$ cat src/rtl/mem_req_master_pkg.sv
// ============================================================================
// mem_req_master_pkg : shared defaults and types for the RAM request master
// Revision: 1.0
// ============================================================================
`timescale 1ns/1ps
`default_nettype none

package mem_req_master_pkg;

  localparam int DEF_ADDR_W = 4;
  localparam int DEF_DATA_W = 8;
  localparam int DEF_DEPTH  = 16;
  localparam int DEF_RD_LAT = 1;

  typedef enum logic [1:0] {
    IDLE    = 2'd0,
    RD_WAIT = 2'd1,
    RSP     = 2'd2,
    CLEAR   = 2'd3
  } mem_ms_state_e;

  typedef struct packed {
    logic                  wr;
    logic [DEF_ADDR_W-1:0] addr;
    logic [DEF_DATA_W-1:0] wdata;
  } mem_req_t;

endpackage

`default_nettype wire

$ cat src/rtl/mem_req_master.sv
// ============================================================================
// mem_req_master : valid/ready initiator for the 16x8 synchronous RAM.
// Optional MEM_CLR_ON_RESET_EN zero-fills the RAM after reset. Revision: 1.0
// ============================================================================
`timescale 1ns/1ps
`default_nettype none

module mem_req_master
  import mem_req_master_pkg::*;
#(
  parameter int ADDR_W = DEF_ADDR_W,
  parameter int DATA_W = DEF_DATA_W,
  parameter int DEPTH  = DEF_DEPTH,
  parameter int RD_LAT = DEF_RD_LAT
) (
  input  logic              clk,
  input  logic              rst,
  input  logic              req_valid,
  output logic              req_ready,
  input  logic              req_wr,
  input  logic [ADDR_W-1:0] req_addr,
  input  logic [DATA_W-1:0] req_wdata,
  output logic              rsp_valid,
  input  logic              rsp_ready,
  output logic [DATA_W-1:0] rsp_rdata,
  output logic [ADDR_W-1:0] rsp_addr,
  output logic              busy,
  output logic              wr_enb,
  output logic [ADDR_W-1:0] wr_addr,
  output logic [DATA_W-1:0] wr_data,
  output logic              rd_enb,
  output logic [ADDR_W-1:0] rd_addr,
  input  logic [DATA_W-1:0] rd_data
);

  localparam logic [1:0] S_IDLE    = IDLE;
  localparam logic [1:0] S_RD_WAIT = RD_WAIT;
  localparam logic [1:0] S_RSP     = RSP;
  localparam logic [1:0] LAT_LOAD  = 2'(RD_LAT);

  if (DEPTH != (1 << ADDR_W) || RD_LAT < 1 || RD_LAT > 3) begin : g_bad_cfg
    $error("mem_req_master: DEPTH must be 2**ADDR_W and RD_LAT in 1..3");
  end

`ifdef MEM_CLR_ON_RESET_EN
  localparam logic [1:0] S_CLEAR   = CLEAR;
  localparam logic [1:0] RST_STATE = S_CLEAR;
  logic [ADDR_W-1:0] clr_addr_q, clr_addr_d;
`else
  localparam logic [1:0] RST_STATE = S_IDLE;
`endif

  logic [1:0]        state_q, state_d;
  logic [1:0]        cnt_q, cnt_d;
  logic              wr_enb_q, wr_enb_d;
  logic [ADDR_W-1:0] wr_addr_q, wr_addr_d;
  logic [DATA_W-1:0] wr_data_q, wr_data_d;
  logic              rd_enb_q, rd_enb_d;
  logic [ADDR_W-1:0] rd_addr_q, rd_addr_d;
  logic              rsp_valid_q, rsp_valid_d;
  logic [DATA_W-1:0] rsp_rdata_q, rsp_rdata_d;
  logic [ADDR_W-1:0] rsp_addr_q, rsp_addr_d;

  always_comb begin
    state_d     = state_q;
    cnt_d       = cnt_q;
    wr_enb_d    = 1'b0;
    wr_addr_d   = wr_addr_q;
    wr_data_d   = wr_data_q;
    rd_enb_d    = 1'b0;
    rd_addr_d   = rd_addr_q;
    rsp_valid_d = rsp_valid_q;
    rsp_rdata_d = rsp_rdata_q;
    rsp_addr_d  = rsp_addr_q;
`ifdef MEM_CLR_ON_RESET_EN
    clr_addr_d  = clr_addr_q;
`endif
    case (state_q)
      S_IDLE: begin
        if (req_valid) begin
          if (req_wr) begin
            wr_enb_d  = 1'b1;
            wr_addr_d = req_addr;
            wr_data_d = req_wdata;
          end else begin
            rd_enb_d  = 1'b1;
            rd_addr_d = req_addr;
            cnt_d     = LAT_LOAD;
            state_d   = S_RD_WAIT;
          end
        end
      end
      // cnt_q reaches 0 exactly on the edge where rd_data has become valid
      S_RD_WAIT: begin
        if (cnt_q == 2'd0) begin
          rsp_valid_d = 1'b1;
          rsp_rdata_d = rd_data;
          rsp_addr_d  = rd_addr_q;
          state_d     = S_RSP;
        end else begin
          cnt_d = cnt_q - 2'd1;
        end
      end
      S_RSP: begin
        if (rsp_ready) begin
          rsp_valid_d = 1'b0;
          state_d     = S_IDLE;
        end
      end
`ifdef MEM_CLR_ON_RESET_EN
      S_CLEAR: begin
        wr_enb_d   = 1'b1;
        wr_addr_d  = clr_addr_q;
        wr_data_d  = '0;
        clr_addr_d = clr_addr_q + ADDR_W'(1);
        if (clr_addr_q == ADDR_W'(DEPTH - 1)) begin
          state_d = S_IDLE;
        end
      end
`endif
      default: state_d = S_IDLE;
    endcase
  end

  always_ff @(posedge clk or negedge rst) begin
    if (!rst) begin
      state_q     <= RST_STATE;
      cnt_q       <= 2'd0;
      wr_enb_q    <= 1'b0;
      wr_addr_q   <= '0;
      wr_data_q   <= '0;
      rd_enb_q    <= 1'b0;
      rd_addr_q   <= '0;
      rsp_valid_q <= 1'b0;
      rsp_rdata_q <= '0;
      rsp_addr_q  <= '0;
`ifdef MEM_CLR_ON_RESET_EN
      clr_addr_q  <= '0;
`endif
    end else begin
      state_q     <= state_d;
      cnt_q       <= cnt_d;
      wr_enb_q    <= wr_enb_d;
      wr_addr_q   <= wr_addr_d;
      wr_data_q   <= wr_data_d;
      rd_enb_q    <= rd_enb_d;
      rd_addr_q   <= rd_addr_d;
      rsp_valid_q <= rsp_valid_d;
      rsp_rdata_q <= rsp_rdata_d;
      rsp_addr_q  <= rsp_addr_d;
`ifdef MEM_CLR_ON_RESET_EN
      clr_addr_q  <= clr_addr_d;
`endif
    end
  end

  assign req_ready = (state_q == S_IDLE);
  assign busy      = (state_q != S_IDLE) || wr_enb_q;
  assign wr_enb    = wr_enb_q;
  assign wr_addr   = wr_addr_q;
  assign wr_data   = wr_data_q;
  assign rd_enb    = rd_enb_q;
  assign rd_addr   = rd_addr_q;
  assign rsp_valid = rsp_valid_q;
  assign rsp_rdata = rsp_rdata_q;
  assign rsp_addr  = rsp_addr_q;

endmodule

`default_nettype wire

$ cat config.mk
export PLATFORM = sky130hd
export DESIGN_NAME = mem_req_master
export DESIGN_NICKNAME = d
export VERILOG_FILES = /design/src/rtl/mem_req_master_pkg.sv /design/src/rtl/mem_req_master.sv
export SDC_FILE = /design/constraint.sdc
export NUM_CORES = 1
export LEC_CHECK = 0
export CAP_MARGIN = 15
export CORE_MARGIN = 2
export CORE_UTILIZATION = 45
export DETAILED_ROUTE_END_ITERATION = 8
export PLACE_DENSITY = 0.81
export SYNTH_ARGS = -nofsm -noshare
export SYNTH_HDL_FRONTEND = slang
export SYNTH_SLANG_ARGS = --single-unit
$ cat constraint.sdc
create_clock -name clk -period 2.3 [get_ports clk]
set_input_delay 0.46 -clock clk [delete_from_list [all_inputs] [get_ports clk]]
set_output_delay 0.46 -clock clk [all_outputs]
set_load 0.02 [all_outputs]
### Yosys cells after proc, flatten, opt, wreduce, memory -nomap -nowiden

Cells that the tools add are included.

| storage, ports and cells | value |
|---|---|
| bits in registers | 35 |
| input bits | 25 |
| output and inout bits | 33 |
| logic and storage cells | 47 |

| operators by class | value |
|---|---|
| add/subtract/negate cells | 1 |
| equality and inequality tests | 7 |
| mux-type cells | 16 |
| bitwise logic cells | 1 |
| reduce and logical (&&, ||, !) cells | 12 |

Operators by type and width:

| cell | number |
|---|---|
| 2-bit 2-to-1 mux | 5 |
| 2-bit inequality test (second input constant) | 5 |
| 3-bit AND reduction | 3 |
| 1-bit 2-to-1 mux | 8 |
| 4-bit AND reduction | 2 |
| 2-bit case mux with 3 select lines | 1 |
| 2-bit nonzero test | 3 |
| 2-bit logical NOT | 2 |
| 2-bit case mux with 2 select lines | 1 |
| 2-bit by 1-bit equality test with 1-bit output (second input constant) | 1 |
| 2-bit equality test (second input constant) | 1 |
| 1-bit case mux with 2 select lines | 1 |
| 2-bit AND reduction | 1 |
| 2-bit by 1-bit subtractor with 2-bit output (second input constant) | 1 |
| 1-bit logical OR | 1 |
| 1-bit NOT | 1 |

### Depth between registers and ports, before layout

Gate-level depths: netlist (run 1).

| logic depth | value |
|---|---|
| depth after elaboration | 3 |
| mapped depth | 5 |
| gate-level depth less buffers | 5 |

### Worst setup path before layout (run 1)

No wires, ideal clock.

| timing path | value |
|---|---|
| path type | register -> register |
| start | reg state_q[0] |
| end | reg wr_addr_q[0], in the netlist wr_addr[0] |
| setup time | 0.125 ns |
| arrival time | 1.424 ns |
| data required time | 2.175 ns |
| path slack | 0.751 ns |
| stages on the path, launching flop included | 6 |
| path buffers | 2 |
| period minus slack after synthesis | 1.549 ns |
| cell sequence | dfrtp_1 nor2_2 and3_1 buf_6 buf_12 mux2_4 |

| between the ends | value |
|---|---|
| longest elaborated chain between the ends | 2 |

RTL lines:

| element | RTL line | text |
|---|---|---|
| start, declared | mem_req_master.sv:53 | `logic [1:0] state_q, state_d;` |
| start signal, assigned | mem_req_master.sv:141 | `state_q <= state_d;` |
| 2-bit logical NOT | n/a |  |
| net req_ready | mem_req_master.sv:19 | `output logic req_ready,` |
| 3-bit AND reduction (no source line) | n/a |  |
| end signal, assigned | mem_req_master.sv:144 | `wr_addr_q <= wr_addr_d;` |
| end, declared | mem_req_master.sv:56 | `logic [ADDR_W-1:0] wr_addr_q, wr_addr_d;` |

The timed path passes the listed nets, and every way through them passes these cells.
A chain may end at the register's enable or synchronous reset.

### Worst setup path in the final report (run 1)

| timing path | value |
|---|---|
| start | reg state_q[0] |
| end | out busy |

| between the ends | value |
|---|---|
| longest elaborated chain between the ends | 2 |

RTL lines:

| element | RTL line | text |
|---|---|---|
| 2-bit nonzero test | mem_req_master.sv:158 | `assign busy = (state_q != S_IDLE) \|\| wr_enb_q;` |
| 1-bit logical OR | mem_req_master.sv:158 |  |
| end, declared | mem_req_master.sv:27 | `output logic busy,` |

No other way between the ends.

==> results_dict.tcl, run 1 <==
set metrics [dict create \
    slew_viol_final 0 \
    vias 944 \
    regArea_um2 875.8 \
    synth_edf_count 0 \
    final_util_pct 68.46 \
    fin_crit_sh_pct 90.99 \
    cts_root_buf "clkbuf_4" \
    die_w_um 59.96 \
    crit_required_ns 1.84 \
    grt_pass1_vias 1061 \
    htree_levels 2 \
    clk_latency_ns 0.34 \
    dr.pass1.iters 4 \
    rsz0062_at_grt "false" \
    setup-tns-final_ns 0 \
    antenna_found_initial 0 \
    die_area_um2 3595 \
    synthCells 88 \
    fin_nets 178 \
    critPathCaptureType "output port" \
    port_buffers 57 \
    cts_resized 1 \
    place_ws_ns 0.3635 \
    vdd_drop_max_uv 802.2 \
    clock-sinks 35 \
    synthMuxAreaShare_pct 24.78 \
    synth_nets 115 \
    synthArstFlopShare_pct 100.0 \
    clkTransAtPathRegs_ns 0.11 \
    synth_top_family_by_area "multiplexers" \
    max_slew.worst_pin.slew_ns 0.6459 \
    hp-class "flip-flop to flip-flop" \
    setup_ws_ns 0.2072 \
    dp_hpwl_um 2123 \
    worstSetupStartpointType "flip-flop" \
    globalplace.congestion 0.6735 \
    grt_usage_pct 18.88 \
    post_drt_wl_per_cell_um 15.28 \
    fin_cells 185 \
    drt_iter0_markers 11 \
    yosysSeqAreaShare_pct 62.17 \
    ys_ff_latch 35 \
    synthAdderAreaFrac_pct 1.776 \
    status "finished clean" \
    diodes 0 \
    finalHoldViolations 0 \
    fmax_mhz 477.8 \
    cts_buffer_depth 2 \
    grt_pass1_wl_um 4767 \
    gr-total-overflow 0 \
    synthSimpleGateAreaFrac_pct 5.151 \
    multiInputGateArea_um2 478.0 \
    yosys_warnings 0 \
    coreArea_um2 3003 \
    p_per_area_nw_per_um2 1454 \
    leakagePower_nw 0.8980 \
    maxSlewHeadroom_pct 56.82 \
    cts_tree "yes" \
    syn_to_final_growth_pct 45.91 \
    synth_compound_area_share_pct 2.220 \
    cp.arrival_ns 1.63 \
    initial_core_util_pct 46.92 \
    path_class "flip-flop to output port" \
    fp.dieH_um 59.96 \
    synth_ff_type "dfrtp_1" \
    cts_buffers 5 \
    drc_errors 0 \
    drive_gt1_share_pct 26.97 \
    postCtsSetupBuffers 0 \
    ant_nets 0 \
    synth_area_um2 1409 \
    synth_xor_area_share_pct 0 \
    place_inst 177 \
    routed_wl_um 2826 \
    setup_violations 0 \
    avgViaCountPerCell 5.103 \
    avgSynthCellArea_um2 16.01 \
    final_common_cell "clkdlybuf4s50_1" \
    clock_skew_ns 0.003875 \
    yosysUniqueCellTypes 20 \
    design.portCount 58 \
    rows 20 \
    final_cell_mix "56 x clkdlybuf4s50_1, 35 x dfrtp_1, 19 x mux2_2" \
    max_cap_violations 0 \
    finalCriticalPeriod_ns 2.093 \
    ctsHoldBuffers 0 \
    fillers 230 \
    crit_fanout 7 \
    power_mw 2.990 \
    grt_max_degree 36 \
]
Yosys cell counts (2+ instances only):
| library cell | instances | area (um2) |
|---|---|---|
| nor2_1 | 2 | 7.510 |
| mux2_4 | 9 | 135.1 |
| ha_1 | 2 | 25.02 |
| mux2_2 | 19 | 214.0 |
| dfrtp_1 | 35 | 875.8 |
| a21oi_1 | 3 | 15.01 |
| inv_1 | 5 | 18.77 |
kinds of logic (layout without fill, tap and decap cells):
group           count (synthesis)  count (layout)
flops                          35              35
simple gates                   10              10
fa+ha+maj                       2               2
mux                            28              28
compound gates                  5               5
buf+inv                         8              72
critical path: stages (launching register included):
cell and delay [ns]:
dfrtp_1 0.48, or3_2 0.49, dlygate4sd2_1 0.33
sequential cells by signal (all words and copies together), names as in the netlist:
signal and cells:
wr_addr 4, state_q 2, cnt_q 2, wr_data 8, rsp_addr 4, rsp_valid 1
rd_addr 4, rd_enb 1, rsp_rdata 8, wr_enb 1
per-stage QoR:
stage          hold slack, ns  instance area (um2)
2_1_floorplan          0.1644                 1409
3_3_place_gp           0.4574                 1999
3_5_place_dp           0.4757                 1999
4_1_cts                0.4908                 2056
5_1_grt                0.5300                 2056
6_report               0.4886                 2056
layer usage:
metal	vias up	wire length, um	global-route usage (%)
li1	433	-	-
met1	463	1142	20.77
met2	44	1372	30.59
met3	4	283	8.658
met4	0	27	9.524
met5	-	0	0
power by group:
part / internal [mW] / total, mW / leakage (nW) / switching, mW
Clock: 0.117 / 0.328 / 0.0272 / 0.212
Combinational: 0.859 / 1.56 / 0.451 / 0.704
Sequential: 0.909 / 1.10 / 0.420 / 0.189
path summary, 6_finish.rpt:
path | startpoint | endpoint | slack (ns) | depth (start not counted)
setup reg to reg | cnt_q[0] | rsp_rdata[0] | 0.58 | 4
max in group asynchronous | rst | rsp_rdata[7] | 1.47 | 2
hold reg to reg | cnt_q[0] | cnt_q[0] | 0.49 | 1
setup / recovery | state_q[0] | busy | 0.21 | 2
hold / removal | cnt_q[0] | cnt_q[0] | 0.49 | 1
min in group asynchronous | rst | wr_data[7] | 0.52 | 2
final cells by class:
| type | instances | area share (%) |
|---|---|---|
| clock buffers | 5 | 1.826 |
| flip-flops and latches | 35 | 42.61 |
| clock inverters | 3 | 0.9738 |
| repair buffers | 59 | 28.42 |
| inverters | 5 | 0.9130 |
| multi-input cells | 45 | 23.25 |
| well taps | 33 | 2.009 |
No activity file was read; power rests on OpenSTA's default activity.
==> run 2, diff against run 1 <==
ABC_AREA = 0   (was default)
==> results of run 2 <==
Same layout as run 1: the final DEF is identical, and so are final timing and power.
